**src/rtl/ysyx_24090003_ifu.sv**
```systemverilog
// Instruction fetch unit: one outstanding imem request, redirect with kill of
// an in-flight response, and halt on a misaligned redirect target.
module ysyx_24090003_ifu #(
    parameter logic [31:0] RESET_PC = 32'h8000_0000
) (
    input  logic        i_clk,
    input  logic        i_rst_n,
    output logic        o_imem_req_valid,
    input  logic        i_imem_req_ready,
    output logic [31:0] o_imem_addr,
    input  logic        i_imem_resp_valid,
    input  logic [31:0] i_imem_resp_data,
    output logic        o_inst_valid,
    input  logic        i_inst_ready,
    output logic [31:0] o_inst,
    output logic [31:0] o_pc,
    input  logic        i_redirect,
    input  logic [31:0] i_redirect_pc,
    output logic        o_misalign
);

    localparam int unsigned XLEN = 32;

    typedef enum logic [1:0] {
        S_IDLE,
        S_REQ,
        S_WAIT,
        S_OUT
    } state_t;

    state_t            r_state;
    logic [XLEN-1:0]   r_pc;
    logic [XLEN-1:0]   r_inst;
    logic              r_inst_valid;
    logic              r_kill;
    logic              r_misalign;

    logic              w_req_fire;
    logic              w_redir_misalign;
    logic [XLEN-1:0]   w_pc_inc;

    assign o_imem_req_valid = (r_state == S_REQ) && !r_misalign;
    assign o_imem_addr      = r_pc;
    assign o_pc             = r_pc;
    assign o_inst           = r_inst;
    assign o_inst_valid     = r_inst_valid;
    assign o_misalign       = r_misalign;

    assign w_req_fire       = o_imem_req_valid && i_imem_req_ready;
    assign w_redir_misalign = |i_redirect_pc[1:0];
    assign w_pc_inc         = r_pc + XLEN'(4);

    // Fetch FSM; a redirect always wins over the normal sequential step.
    always_ff @(posedge i_clk or negedge i_rst_n) begin
        if (!i_rst_n) begin
            r_state      <= S_IDLE;
            r_pc         <= RESET_PC;
            r_inst       <= '0;
            r_inst_valid <= 1'b0;
            r_kill       <= 1'b0;
            r_misalign   <= 1'b0;
        end else begin
            case (r_state)
                S_IDLE: begin
                    r_state <= S_REQ;
                end

                S_REQ: begin
                    if (i_redirect) begin
                        r_pc       <= i_redirect_pc;
                        r_misalign <= w_redir_misalign;
                        if (w_req_fire) begin
                            r_kill  <= 1'b1;
                            r_state <= S_WAIT;
                        end
                    end else if (w_req_fire) begin
                        r_state <= S_WAIT;
                    end
                end

                S_WAIT: begin
                    if (i_redirect) begin
                        r_pc       <= i_redirect_pc;
                        r_misalign <= w_redir_misalign;
                        if (i_imem_resp_valid) begin
                            r_kill  <= 1'b0;
                            r_state <= S_REQ;
                        end else begin
                            r_kill  <= 1'b1;
                        end
                    end else if (i_imem_resp_valid) begin
                        if (r_kill) begin
                            r_kill  <= 1'b0;
                            r_state <= S_REQ;
                        end else begin
                            r_inst       <= i_imem_resp_data;
                            r_inst_valid <= 1'b1;
                            r_state      <= S_OUT;
                        end
                    end
                end

                S_OUT: begin
                    if (i_redirect) begin
                        r_pc         <= i_redirect_pc;
                        r_misalign   <= w_redir_misalign;
                        r_inst_valid <= 1'b0;
                        r_state      <= S_REQ;
                    end else if (i_inst_ready) begin
                        r_pc         <= w_pc_inc;
                        r_inst_valid <= 1'b0;
                        r_state      <= S_REQ;
                    end
                end

                default: begin
                    r_state <= S_IDLE;
                end
            endcase
        end
    end

endmodule

```
**config.mk**
```make
export PLATFORM = sky130hd
export DESIGN_NAME = ysyx_24090003_ifu
export DESIGN_NICKNAME = d
export VERILOG_FILES = /design/src/rtl/ysyx_24090003_ifu.sv
export SDC_FILE = /design/constraint.sdc
export NUM_CORES = 1
export LEC_CHECK = 0
export BUFFER_PORTS_ARGS = -buffer_cell sky130_fd_sc_hd__buf_2
export CAP_MARGIN = 40
export CORE_MARGIN = 10
export CORE_UTILIZATION = 52
export CTS_CLUSTER_DIAMETER = 40
export DETAILED_ROUTE_END_ITERATION = 7
export HOLD_SLACK_MARGIN = 0.02
export PLACE_DENSITY = 0.84
export SLEW_MARGIN = 0
export SYNTH_ARGS = -nofsm -noshare
export SYNTH_HDL_FRONTEND = slang
export SYNTH_SLANG_ARGS = --single-unit
```
**constraint.sdc**
```tcl
create_clock -name i_clk -period 3.1 [get_ports i_clk]
set_input_delay 0.465 -clock i_clk [delete_from_list [all_inputs] [get_ports i_clk]]
set_output_delay 0.465 -clock i_clk [all_outputs]
set_load 0.02 [all_outputs]
```
==> results.sh, run 1 <==
export IMPL_layout_drive_gt1_share_pct=43.78
export IMPL_synth_most_common_cell="dfrtp_1"
export IMPL_synth_commonest_cells="dfrtp_1, buf_4, mux2_2"
export IMPL_grt_overflow=0
export IMPL_drv_cap=0
export IMPL_cts_resized=0
export IMPL_cts_inserted_buffers=9
export IMPL_insertedDiodeCount=0
export IMPL_io_buffers=168
export IMPL_grt_max_degree=39
export IMPL_start_kind="register"
export IMPL_wl_mm=11.88
export IMPL_multiInputGateArea_um2=1821
export IMPL_grt_first_pass_wirelength_mm=19.17
export IMPL_finalSetupViolCount=0
export IMPL_cts_root_buf="clkbuf_8"
export IMPL_synthTopCellsByArea="dfrtp_1, mux2_2, buf_4"
export IMPL_synth_main_ff_cell="dfrtp_1"
export IMPL_skew_ns=0.005440
export IMPL_worstPathArrival_ns=2.87
export IMPL_n_fill_cell=603
export IMPL_grt_pass1_vias=3834
export IMPL_synth_top_cell_area_share_pct=43.01
export IMPL_maxSlewHeadroom_pct=46.67
export IMPL_power_density_nw_per_um2=1025
export IMPL_r2r_end="o_imem_addr[24]"
export IMPL_worstPathRequired_ns=3.35
export IMPL_drt_iter0_markers=167
export IMPL_die_x_um=107.2
export IMPL_worstMarginPinSlew_ns=0.8000
export IMPL_worst_setup_path_type="reg -> reg"
export IMPL_coreArea_um2=7331
export IMPL_end_kind="register"
export IMPL_timing_fmax_ghz=0.3815
export IMPL_avgSynthCellArea_um2=9.745
export IMPL_syn2layout_area_growth_pct=24.07
export IMPL_route_detailed_drc=0
export IMPL_hold_path_class="in -> async"
export IMPL_synth_cells=406
export IMPL_antenna_found_initial=1
export IMPL_cp_max_fo=16
export IMPL_use_met1_pct=23.12
export IMPL_syn_area_um2=3956
export IMPL_fin_area_um2=4908
export IMPL_rsz0062_at_grt="false"
export IMPL_htreeDepth=3
export IMPL_finalSetupTns_ns=0
export IMPL_synthArstFlopShare_pct=100.0
export IMPL_use_met2_pct=32.33
export IMPL_dieArea_um2=11500
export IMPL_seq_area_um2=1728
export IMPL_reg2reg_from="r_state[1]"
export IMPL_synth_edff_count=0
export IMPL_synth_nets=481
export IMPL_fin_nets=609
export IMPL_first_pass_iters=5
export IMPL_clkSinkCount=69
export IMPL_avgRoutedWirePerCell_um=18.61
export IMPL_regToRegSetupSlack_ns=0.48
export IMPL_endpoint="o_imem_addr[24]"
export IMPL_synth_cell_types=52
export IMPL_critPathTopFamily="compound AO/OA/AOI/OAI gates"
export IMPL_p_leak_nw=2.409
export IMPL_die_h_um=107.2
export IMPL_yosysTopAreaCell="dfrtp_1"
export IMPL_crit_slowest_cell="a21oi_2"
export IMPL_cts_tree="done"
export IMPL_critPathLaunch="r_state[1]"
export IMPL_place_congestion=0.9200
export IMPL_clock_latency_ns=0.35
export IMPL_yosysSeqAreaShare_pct=43.67
export IMPL_gr_usage_met3_pct=10.12
export IMPL_cts_hold_buf=0
export IMPL_postCtsSetupRepairBufs=0
export IMPL_dp_hpwl_mm=8.938
export IMPL_rows=31
export IMPL_initial_core_util_pct=53.97
export IMPL_vias=3675
export IMPL_maxSlewViolCount=0
export IMPL_period_minus_slack_ns=2.621
export IMPL_status="finished, final reports clean"
export IMPL_clk_pin_slew_ns=0.08
export IMPL_ys_seq_elements=69
export IMPL_hold_viol_final=0
export IMPL_period_share_pct=84.55
export IMPL_postRouteAntennaNets=0
export IMPL_ys_warn_count=0
export IMPL_critPathBufInv=1
export IMPL_peakVddDrop_mv=0.5962
export IMPL_slowest_delay_ns=0.58
export IMPL_cp_num_cells=6
export IMPL_reg2reg_depth=6
export IMPL_viasPerCell=5.760
export IMPL_grt_total_usage_pct=20.43
export IMPL_clock_path_buffers=2
export IMPL_num_io_pins=169
export IMPL_dpl_instance_area_um2=4627
export IMPL_cp_cell_sequence="inv_1, ha_1, nand2b_1, a21oi_2, mux2_2, a311oi_1"
export IMPL_top_usage_layer="met2"
-- worst reg2reg max path, delay by kind of cell (launching register included) --
kind	cells	cell delay (ns)
buf+inv	1	0.09
flops	1	0.43
simple gates	1	0.27
compound gates	2	0.84
fa+ha+maj	1	0.47
mux	1	0.41
-- power by group --
group	switching (mW)	internal, mW
Combinational	1.53	0.859
Sequential	0.417	1.23
Clock	0.367	0.620
-- flip-flops by register name, indices dropped and copies added, names as in the netlist --
name	flops
r_state	2
o_imem_addr	32
o_misalign	1
o_inst_valid	1
o_inst	32
r_kill	1
-- stage by stage --
| stage | total power, mW | std cells | utilization [%] | setup slack (ns) | hold WS (ns) |
|---|---|---|---|---|---|
| CTS | 5.065 | 637 | 66.79 | 0.4917 | 0.2219 |
| floorplan | 3.443 | 406 | - | 1.015 | 0.1694 |
| global route | 5.379 | 638 | 66.96 | 0.2365 | 0.2404 |
| finish | 5.031 | 638 | 66.96 | 0.4789 | 0.1938 |
| global placement | 3.991 | 621 | 63.12 | 0.6713 | 0.4843 |
| detailed placement | 4.061 | 621 | 63.12 | 0.5157 | 0.4906 |
-- kinds of logic (layout without fill, tap and decap cells) --
group	after synthesis	after routing	share of synthesized area, %
buffers and inverters	72	205	10.44
AO/OA/AOI/OAI	100	100	17.55
adder cells (fa/ha/maj)	5	5	1.581
flip-flops	69	69	43.67
multiplexers	39	39	11.01
AND/OR/NAND/NOR	121	121	15.75
-- routing by layer --
layer	wire (um)	vias to the layer above	share of wire [%]
met5	18	-	0.15
met4	272	2	2.3
met3	1591	28	13
met2	5541	199	47
met1	4453	1726	37
li1	-	1720	-
-- worst min path at each step --
stage | start | endpoint | slack (ns) | cells past startpoint
after floorplan | i_rst_n | o_imem_addr[0] | 0.17 | 0
after global placement | o_inst[11] | o_inst[11] | 0.48 | 1
after detailed placement | o_inst[24] | o_inst[24] | 0.49 | 1
after CTS | i_rst_n | o_inst[20] | 0.22 | 1
after global routing | i_rst_n | o_imem_addr[26] | 0.24 | 1
final | i_rst_n | o_imem_addr[15] | 0.19 | 1
-- final cells by class --
cell class                      instances  share of cell area (%)
Multi-Input combinational cell        265                   37.09
Sequential cell                        69                   35.20
Timing Repair Buffer                  176                   18.71
Clock inverter                          7                   2.957
Clock buffer                            9                   2.524
Tap cell                               99                   2.524
Inverter                               13                  0.9941
-- cells in the final DEF (no fill, tap or decap), drive strengths merged, types with 2 or more instances in the layout --
master | synthesis | routed
a211oi | 3 | 3
a21oi | 22 | 22
a2bb2oi | 2 | 2
a311o | 2 | 2
a311oi | 7 | 7
a31oi | 4 | 4
a32oi | 2 | 2
and2 | 2 | 2
and3 | 7 | 7
and4 | 5 | 5
buf | 42 | 175
bufinv | 0 | 4
clkbuf | 17 | 9
dfrtp | 68 | 68
ha | 5 | 5
inv | 13 | 14
mux2 | 36 | 36
mux2i | 3 | 3
nand2 | 28 | 28
nand2b | 5 | 5
nand3 | 19 | 19
nand4 | 5 | 5
nor2 | 25 | 25
nor2b | 3 | 3
nor3 | 6 | 6
nor4 | 9 | 9
o211a | 3 | 3
o211ai | 8 | 8
o21ai | 21 | 21
o22a | 3 | 3
o22ai | 6 | 6
o311a | 3 | 3
o311ai | 3 | 3
o31ai | 3 | 3
or3 | 3 | 3
or3b | 2 | 2
(Power assumes the default switching activity.)
==> run 2: changes to the inputs <==
--- a/config.mk
+++ b/config.mk
@@ -8,11 +8,11 @@
 export BUFFER_PORTS_ARGS = -buffer_cell sky130_fd_sc_hd__buf_2
 export CAP_MARGIN = 40
 export CORE_MARGIN = 10
-export CORE_UTILIZATION = 52
+export CORE_UTILIZATION = 44
 export CTS_CLUSTER_DIAMETER = 40
 export DETAILED_ROUTE_END_ITERATION = 7
 export HOLD_SLACK_MARGIN = 0.02
-export PLACE_DENSITY = 0.84
+export PLACE_DENSITY = 0.76
 export SLEW_MARGIN = 0
 export SYNTH_ARGS = -nofsm -noshare
 export SYNTH_HDL_FRONTEND = slang
==> constraint.sdc (replaced) <==
create_clock -name i_clk -period 2.4 [get_ports i_clk]
set_input_delay 0.36 -clock i_clk [delete_from_list [all_inputs] [get_ports i_clk]]
set_output_delay 0.36 -clock i_clk [all_outputs]
set_load 0.02 [all_outputs]
==> run 2 against run 1 <==
Combinational power increased by 35%. Clock power is 5% higher. Sequential share of layout area down 0.33 points. Total power rose by 27%. Final cell count rose by 3.1%. Setup slack got worse by 0.21 ns. Count of clock-buffer cells in the layout up 1. Global-route usage decreased by 2.3 points. Non-clock buffer count rose by 11. Flip-flop and latch count unchanged. Critical path depth fell by 2.
==> results.sh, run 2 (synthesis gave the netlist of run 1 again) <==
export IMPL_initial_core_util_pct=45.37
export IMPL_antenna_found_initial=0
export IMPL_cp_cell_sequence="nand3_2, or3_1, or4_1, o211ai_1"
export IMPL_mostFrequentLayoutCell="buf_2"
export IMPL_wl_mm=12.30
export IMPL_worstPathRequired_ns=2.66
export IMPL_route_detailed_drc=0
export IMPL_insertedDiodeCount=0
export IMPL_finalSetupViolCount=0
export IMPL_maxSlewViolCount=0
export IMPL_period_minus_slack_ns=2.132
export IMPL_critPathTopFamily="simple AND/OR/NAND/NOR gates"
export IMPL_worstMarginPinSlew_ns=0.5682
export IMPL_grt_max_degree=44
export IMPL_whs_ns=0.02373
export IMPL_num_io_pins=169
export IMPL_critPathBufInv=0
export IMPL_grt_overflow=0
export IMPL_layout_common_cells="buf_2, dfrtp_1, mux2_2, nand2_1, nor2_1"
export IMPL_cts_inserted_buffers=9
export IMPL_n_fill_cell=766
export IMPL_switching_share_pct=47.36
export IMPL_maxSlewHeadroom_pct=61.83
export IMPL_seq_area_um2=1728
export IMPL_postCtsSetupRepairBufs=0
export IMPL_htreeDepth=3
export IMPL_die_x_um=114.8
export IMPL_finalSetupTns_ns=0
export IMPL_clk_pin_slew_ns=0.08
export IMPL_clkSinkCount=69
export IMPL_cts_hold_buf=0
export IMPL_rows=34
export IMPL_coreArea_um2=8721
export IMPL_syn2layout_area_growth_pct=25.24
export IMPL_slowest_delay_ns=0.61
export IMPL_p_leak_nw=2.424
export IMPL_end_kind="register"
export IMPL_vias=3730
export IMPL_hold_path_class="in -> async"
export IMPL_period_share_pct=88.85
export IMPL_power_frac_comb_pct=50.4
export IMPL_crit_slowest_cell="or3_1"
export IMPL_place_congestion=0.8583
export IMPL_status="finished, final reports clean"
export IMPL_start_kind="register"
export IMPL_clock_latency_ns=0.34
export IMPL_drt_iter0_markers=182
export IMPL_clock_path_buffers=2
export IMPL_grt_total_usage_pct=18.14
export IMPL_timing_fmax_ghz=0.4690
export IMPL_hold_viol_final=0
export IMPL_layout_drive_gt1_share_pct=44.91
export IMPL_switching_power_mw=3.023
export IMPL_fin_nets=620
export IMPL_worst_setup_path_type="reg -> reg"
export IMPL_die_h_um=114.8
export IMPL_cts_resized=0
export IMPL_seq_power_share_pct=33.2
export IMPL_dieArea_um2=13180
export IMPL_dpl_instance_area_um2=4741
export IMPL_p_clk_share_pct=16.3
export IMPL_io_buffers=168
export IMPL_skew_ns=0.01265
export IMPL_fin_util_pct=56.81
export IMPL_first_pass_iters=7
export IMPL_dp_hpwl_mm=9.560
export IMPL_p_int_mw=3.359
export IMPL_grt_first_pass_wirelength_mm=19.60
export IMPL_cts_root_buf="clkbuf_8"
export IMPL_peakVddDrop_mv=0.4643
export IMPL_cp_max_fo=15
export IMPL_fin_area_um2=4955
export IMPL_postRouteAntennaNets=0
export IMPL_cts_tree="done"
export IMPL_drv_cap=0
export IMPL_rsz0062_at_grt="false"
export IMPL_grt_pass1_vias=3881
export IMPL_viasPerCell=5.669
export IMPL_multiInputGateArea_um2=1821
export IMPL_power_density_nw_per_um2=1288
export IMPL_avgRoutedWirePerCell_um=18.69
export IMPL_worstPathArrival_ns=2.39
run 2: final cells by class:
class,instances,share of cell area [%]
multi-input cells,265,36.74
flip-flops and latches,69,34.87
repair buffers,187,20.35
well taps,108,2.727
clock buffers,10,2.576
clock inverters,6,1.742
inverters,13,0.9848
run 2: worst reg2reg max path, delay by kind of cell (launching register included):
kind	cells	cell delay (ns)
DFF	1	0.51
AOI/OAI and AO/OA	1	0.17
and+or+nand+nor	3	1.39
run 2: path summary, 6_finish.rpt:
kind                                       from         endpoint  slack [ns]  cells after the start
setup / recovery                o_imem_addr[13]  o_imem_addr[28]        0.27                      4
hold / removal                          i_rst_n  o_imem_addr[16]        0.02                      2
setup reg to reg                o_imem_addr[13]  o_imem_addr[28]        0.27                      4
hold reg to reg                      o_inst[17]       o_inst[17]        0.51                      1
max in group asynchronous               i_rst_n       o_inst[30]        1.91                      2
min in group i_clk         i_imem_resp_data[28]       o_inst[28]        0.24                      2
run 2: through the flow:
step / power [mW] / worst slack, ns / instances
final: 6.382 / 0.2677 / 658
after global routing: 6.816 / 0.1148 / 658
after CTS: 6.427 / 0.2773 / 658
after detailed placement: 5.371 / 0.2859 / 642
after global placement: 5.290 / 0.3453 / 642
after floorplan: 4.447 / 0.3150 / 406
run 2: power by group through the flow:
stage / Clock [mW] / Sequential, mW / Combinational [mW]
3_5_place_dp: 0 / 2.13 / 3.24
5_1_grt: 1.13 / 2.20 / 3.48
3_3_place_gp: 0 / 2.09 / 3.20
2_1_floorplan: 0 / 2.52 / 1.93
4_1_cts: 1.06 / 2.12 / 3.25
6_report: 1.04 / 2.12 / 3.22
run 2: layer usage:
metal  global-route usage [%]  part of all wire (%)
met1                    20.61                    39
met2                    28.99                    46
met3                    9.583                    13
met4                    5.611                   1.7
met5                        0                     0
==> run 3: changes to the inputs <==
--- a/config.mk
+++ b/config.mk
@@ -5,6 +5,7 @@
 export SDC_FILE = /design/constraint.sdc
 export NUM_CORES = 1
 export LEC_CHECK = 0
+export ABC_AREA = 1
 export BUFFER_PORTS_ARGS = -buffer_cell sky130_fd_sc_hd__buf_2
 export CAP_MARGIN = 40
 export CORE_MARGIN = 10
@@ -12,7 +13,8 @@
 export CTS_CLUSTER_DIAMETER = 40
 export DETAILED_ROUTE_END_ITERATION = 7
 export HOLD_SLACK_MARGIN = 0.02
-export PLACE_DENSITY = 0.76
+export PLACE_DENSITY = 0.75
+export SETUP_SLACK_MARGIN = 0.3
 export SLEW_MARGIN = 0
 export SYNTH_ARGS = -nofsm -noshare
 export SYNTH_HDL_FRONTEND = slang
==> run 3 against run 2 <==
Combinational power rose by 25%. Synthesized area rose by 3.7%. Non-clock buffer count fell by 8. Synthesized cell count rose by 32%. Via count rose by 7.2%. Wire length barely moved. Flip-flop and latch count did not move. Setup slack improved by 0.25 ns. Die area rose by 3.0%. Clock skew rose by 0.00076 ns. Maximum frequency rose by 13%. Register-to-register slack improved by 0.25 ns.
==> results.sh, run 3 <==
export IMPL_die_x_um=116.5
export IMPL_drv_cap=0
export IMPL_hold_viol_final=0
export IMPL_mostFrequentLayoutCell="buf_2"
export IMPL_fin_nets=755
export IMPL_drt_iter0_markers=214
export IMPL_clock_latency_ns=0.34
export IMPL_synth_edff_count=0
export IMPL_worstMarginPinSlew_ns=0.6916
export IMPL_hold_path_class="in -> async"
export IMPL_period_share_pct=78.61
export IMPL_timing_fmax_ghz=0.5300
export IMPL_first_pass_iters=5
export IMPL_synth_main_ff_cell="dfrtp_1"
export IMPL_vias=4000
export IMPL_grt_total_usage_pct=17.79
export IMPL_clkSinkCount=69
export IMPL_synth_cell_types=26
export IMPL_synth_top_cell_area_share_pct=41.49
export IMPL_power_mw=7.388
export IMPL_synth_commonest_cells="nand2_1, nor2_1, dfrtp_1"
export IMPL_rsz0062_at_grt="false"
export IMPL_cts_root_buf="clkbuf_8"
export IMPL_synth_most_common_cell="nand2_1"
export IMPL_synthArstFlopShare_pct=100.0
export IMPL_coreArea_um2=9153
export IMPL_num_io_pins=169
export IMPL_status="finished, final reports clean"
export IMPL_finalSetupTns_ns=0
export IMPL_worstPathArrival_ns=2.14
export IMPL_clock_path_buffers=2
export IMPL_ys_warn_count=0
export IMPL_grt_max_degree=34
export IMPL_insertedDiodeCount=0
export IMPL_io_buffers=168
export IMPL_layout_common_cells="buf_2, nand2_1, nor2_1, dfrtp_1, inv_1"
export IMPL_avgSynthCellArea_um2=7.638
export IMPL_dp_hpwl_mm=9.923
export IMPL_syn2layout_area_growth_pct=24.01
export IMPL_worst_setup_path_type="reg -> reg"
export IMPL_ys_seq_elements=69
export IMPL_grt_first_pass_wirelength_mm=19.54
export IMPL_peakVddDrop_mv=0.5771
export IMPL_wl_mm=12.29
export IMPL_antenna_found_initial=0
export IMPL_viasPerCell=5.031
export IMPL_grt_pass1_vias=4061
export IMPL_synth_cells=537
export IMPL_synthTopCellsByArea="dfrtp_1, nand2_1, mux2_2"
export IMPL_cts_tree="done"
export IMPL_rows=35
export IMPL_avgRoutedWirePerCell_um=15.46
export IMPL_cts_hold_buf=0
export IMPL_htreeDepth=3
export IMPL_syn_area_um2=4101
export IMPL_initial_core_util_pct=44.81
export IMPL_maxSlewHeadroom_pct=53.89
export IMPL_layout_drive_gt1_share_pct=34.65
export IMPL_yosysTopAreaCell="dfrtp_1"
export IMPL_finalSetupViolCount=0
export IMPL_start_kind="register"
export IMPL_cp_max_fo=20
export IMPL_power_density_nw_per_um2=1453
export IMPL_grt_overflow=0
export IMPL_place_congestion=0.9011
export IMPL_synth_nets=612
export IMPL_yosysSeqAreaShare_pct=42.13
export IMPL_route_detailed_drc=0
export IMPL_end_kind="register"
export IMPL_cts_inserted_buffers=9
export IMPL_die_h_um=116.5
export IMPL_period_minus_slack_ns=1.887
export IMPL_postRouteAntennaNets=0
export IMPL_dieArea_um2=13580
export IMPL_worstPathRequired_ns=2.65
export IMPL_clk_pin_slew_ns=0.09
export IMPL_skew_ns=0.01341
export IMPL_maxSlewViolCount=0
export IMPL_p_leak_nw=2.672
[run 3: cell types whose count changed in the layout (fill, tap and decap cells not counted), moves of 9 or more]
cell | previous run | this run
nand2_1 | 28 | 149
nand3_1 | 17 | 32
nor2_1 | 24 | 91
a21oi_1 | 21 | 9
nor4_1 | 9 | 0
inv_1 | 13 | 41
[run 3: kinds of logic (layout without fill, tap and decap cells)]
family / Yosys count / after routing / share of synthesized area [%]
xor gates and xnor gates: 1 / 1 / 0.2136
DFF: 69 / 69 / 42.13
muxes: 34 / 34 / 9.335
AOI/OAI and AO/OA: 53 / 53 / 7.199
adders and majority gates: 5 / 5 / 1.525
and+or+nand+nor: 285 / 285 / 27.91
buffers and inverters: 90 / 237 / 11.68
[run 3: worst paths after layout]
| path | depth (start not counted) | slack, ns | startpoint | to |
|---|---|---|---|---|
| min in group i_clk | 2 | 0.25 | i_imem_resp_data[10] | o_inst[10] |
| setup reg to reg | 8 | 0.51 | r_state[0] | o_imem_addr[4] |
| max in group asynchronous | 2 | 1.54 | i_rst_n | o_inst[1] |
| setup / recovery | 8 | 0.51 | r_state[0] | o_imem_addr[4] |
| hold reg to reg | 1 | 0.51 | o_inst[4] | o_inst[4] |
| hold / removal | 1 | 0.05 | i_rst_n | o_imem_addr[28] |
[run 3: stage by stage]
stage                     utilization (%)  std cells  hold slack [ns]  setup slack [ns]  cell area [um2]
final                               55.57        795          0.05493            0.5134             5086
after global routing                55.57        795          0.09897            0.3188             5086
after CTS                           55.41        794          0.06815            0.3618             5071
after detailed placement            53.08        779           0.4456            0.3840             4858
after global placement              53.08        779           0.4230            0.4532             4858
after floorplan                         -        537          0.06441            0.7048             4101
[run 3: final cells by class]
| cell class | instances | area (um2) |
|---|---|---|
| fill | 872 | 4066 |
| multi-input combinational | 378 | 1907 |
| sequential | 69 | 1728 |
| timing repair buffer | 179 | 935.9 |
| inverter | 43 | 163.9 |
| tap | 111 | 138.9 |
| clock buffer | 9 | 123.9 |
| clock inverter | 6 | 88.84 |
[run 3: metal layers]
layer | vias to the layer above | global-route usage [%] | wire length (um)
met1 | 1847 | 19.65 | 4812
li1 | 1976 | - | -
met3 | 14 | 7.396 | 1422
met5 | - | 0 | 0
met4 | 0 | 5.684 | 155
met2 | 163 | 30.43 | 5904
[run 3: power by group]
group	switching (mW)	internal (mW)
sequential	0.612	1.73
clock	0.460	0.579
combinational	2.62	1.38
total	3.70	3.69
[run 3: repair_timing]
action / CTS / global route
gates resized for setup: 0 / 4
endpoints found under the setup margin: 0 / 19
setup buffers: 0 / 1
[run 3: worst max-delay path, cell delays in order, from the launching register on]
cell	delay, ns
dfrtp_1	0.40
inv_1	0.08
ha_1	0.33
inv_1	0.07
nor2_1	0.07
nor3_4	0.30
buf_4	0.30
o21ai_0	0.12
a22oi_1	0.14
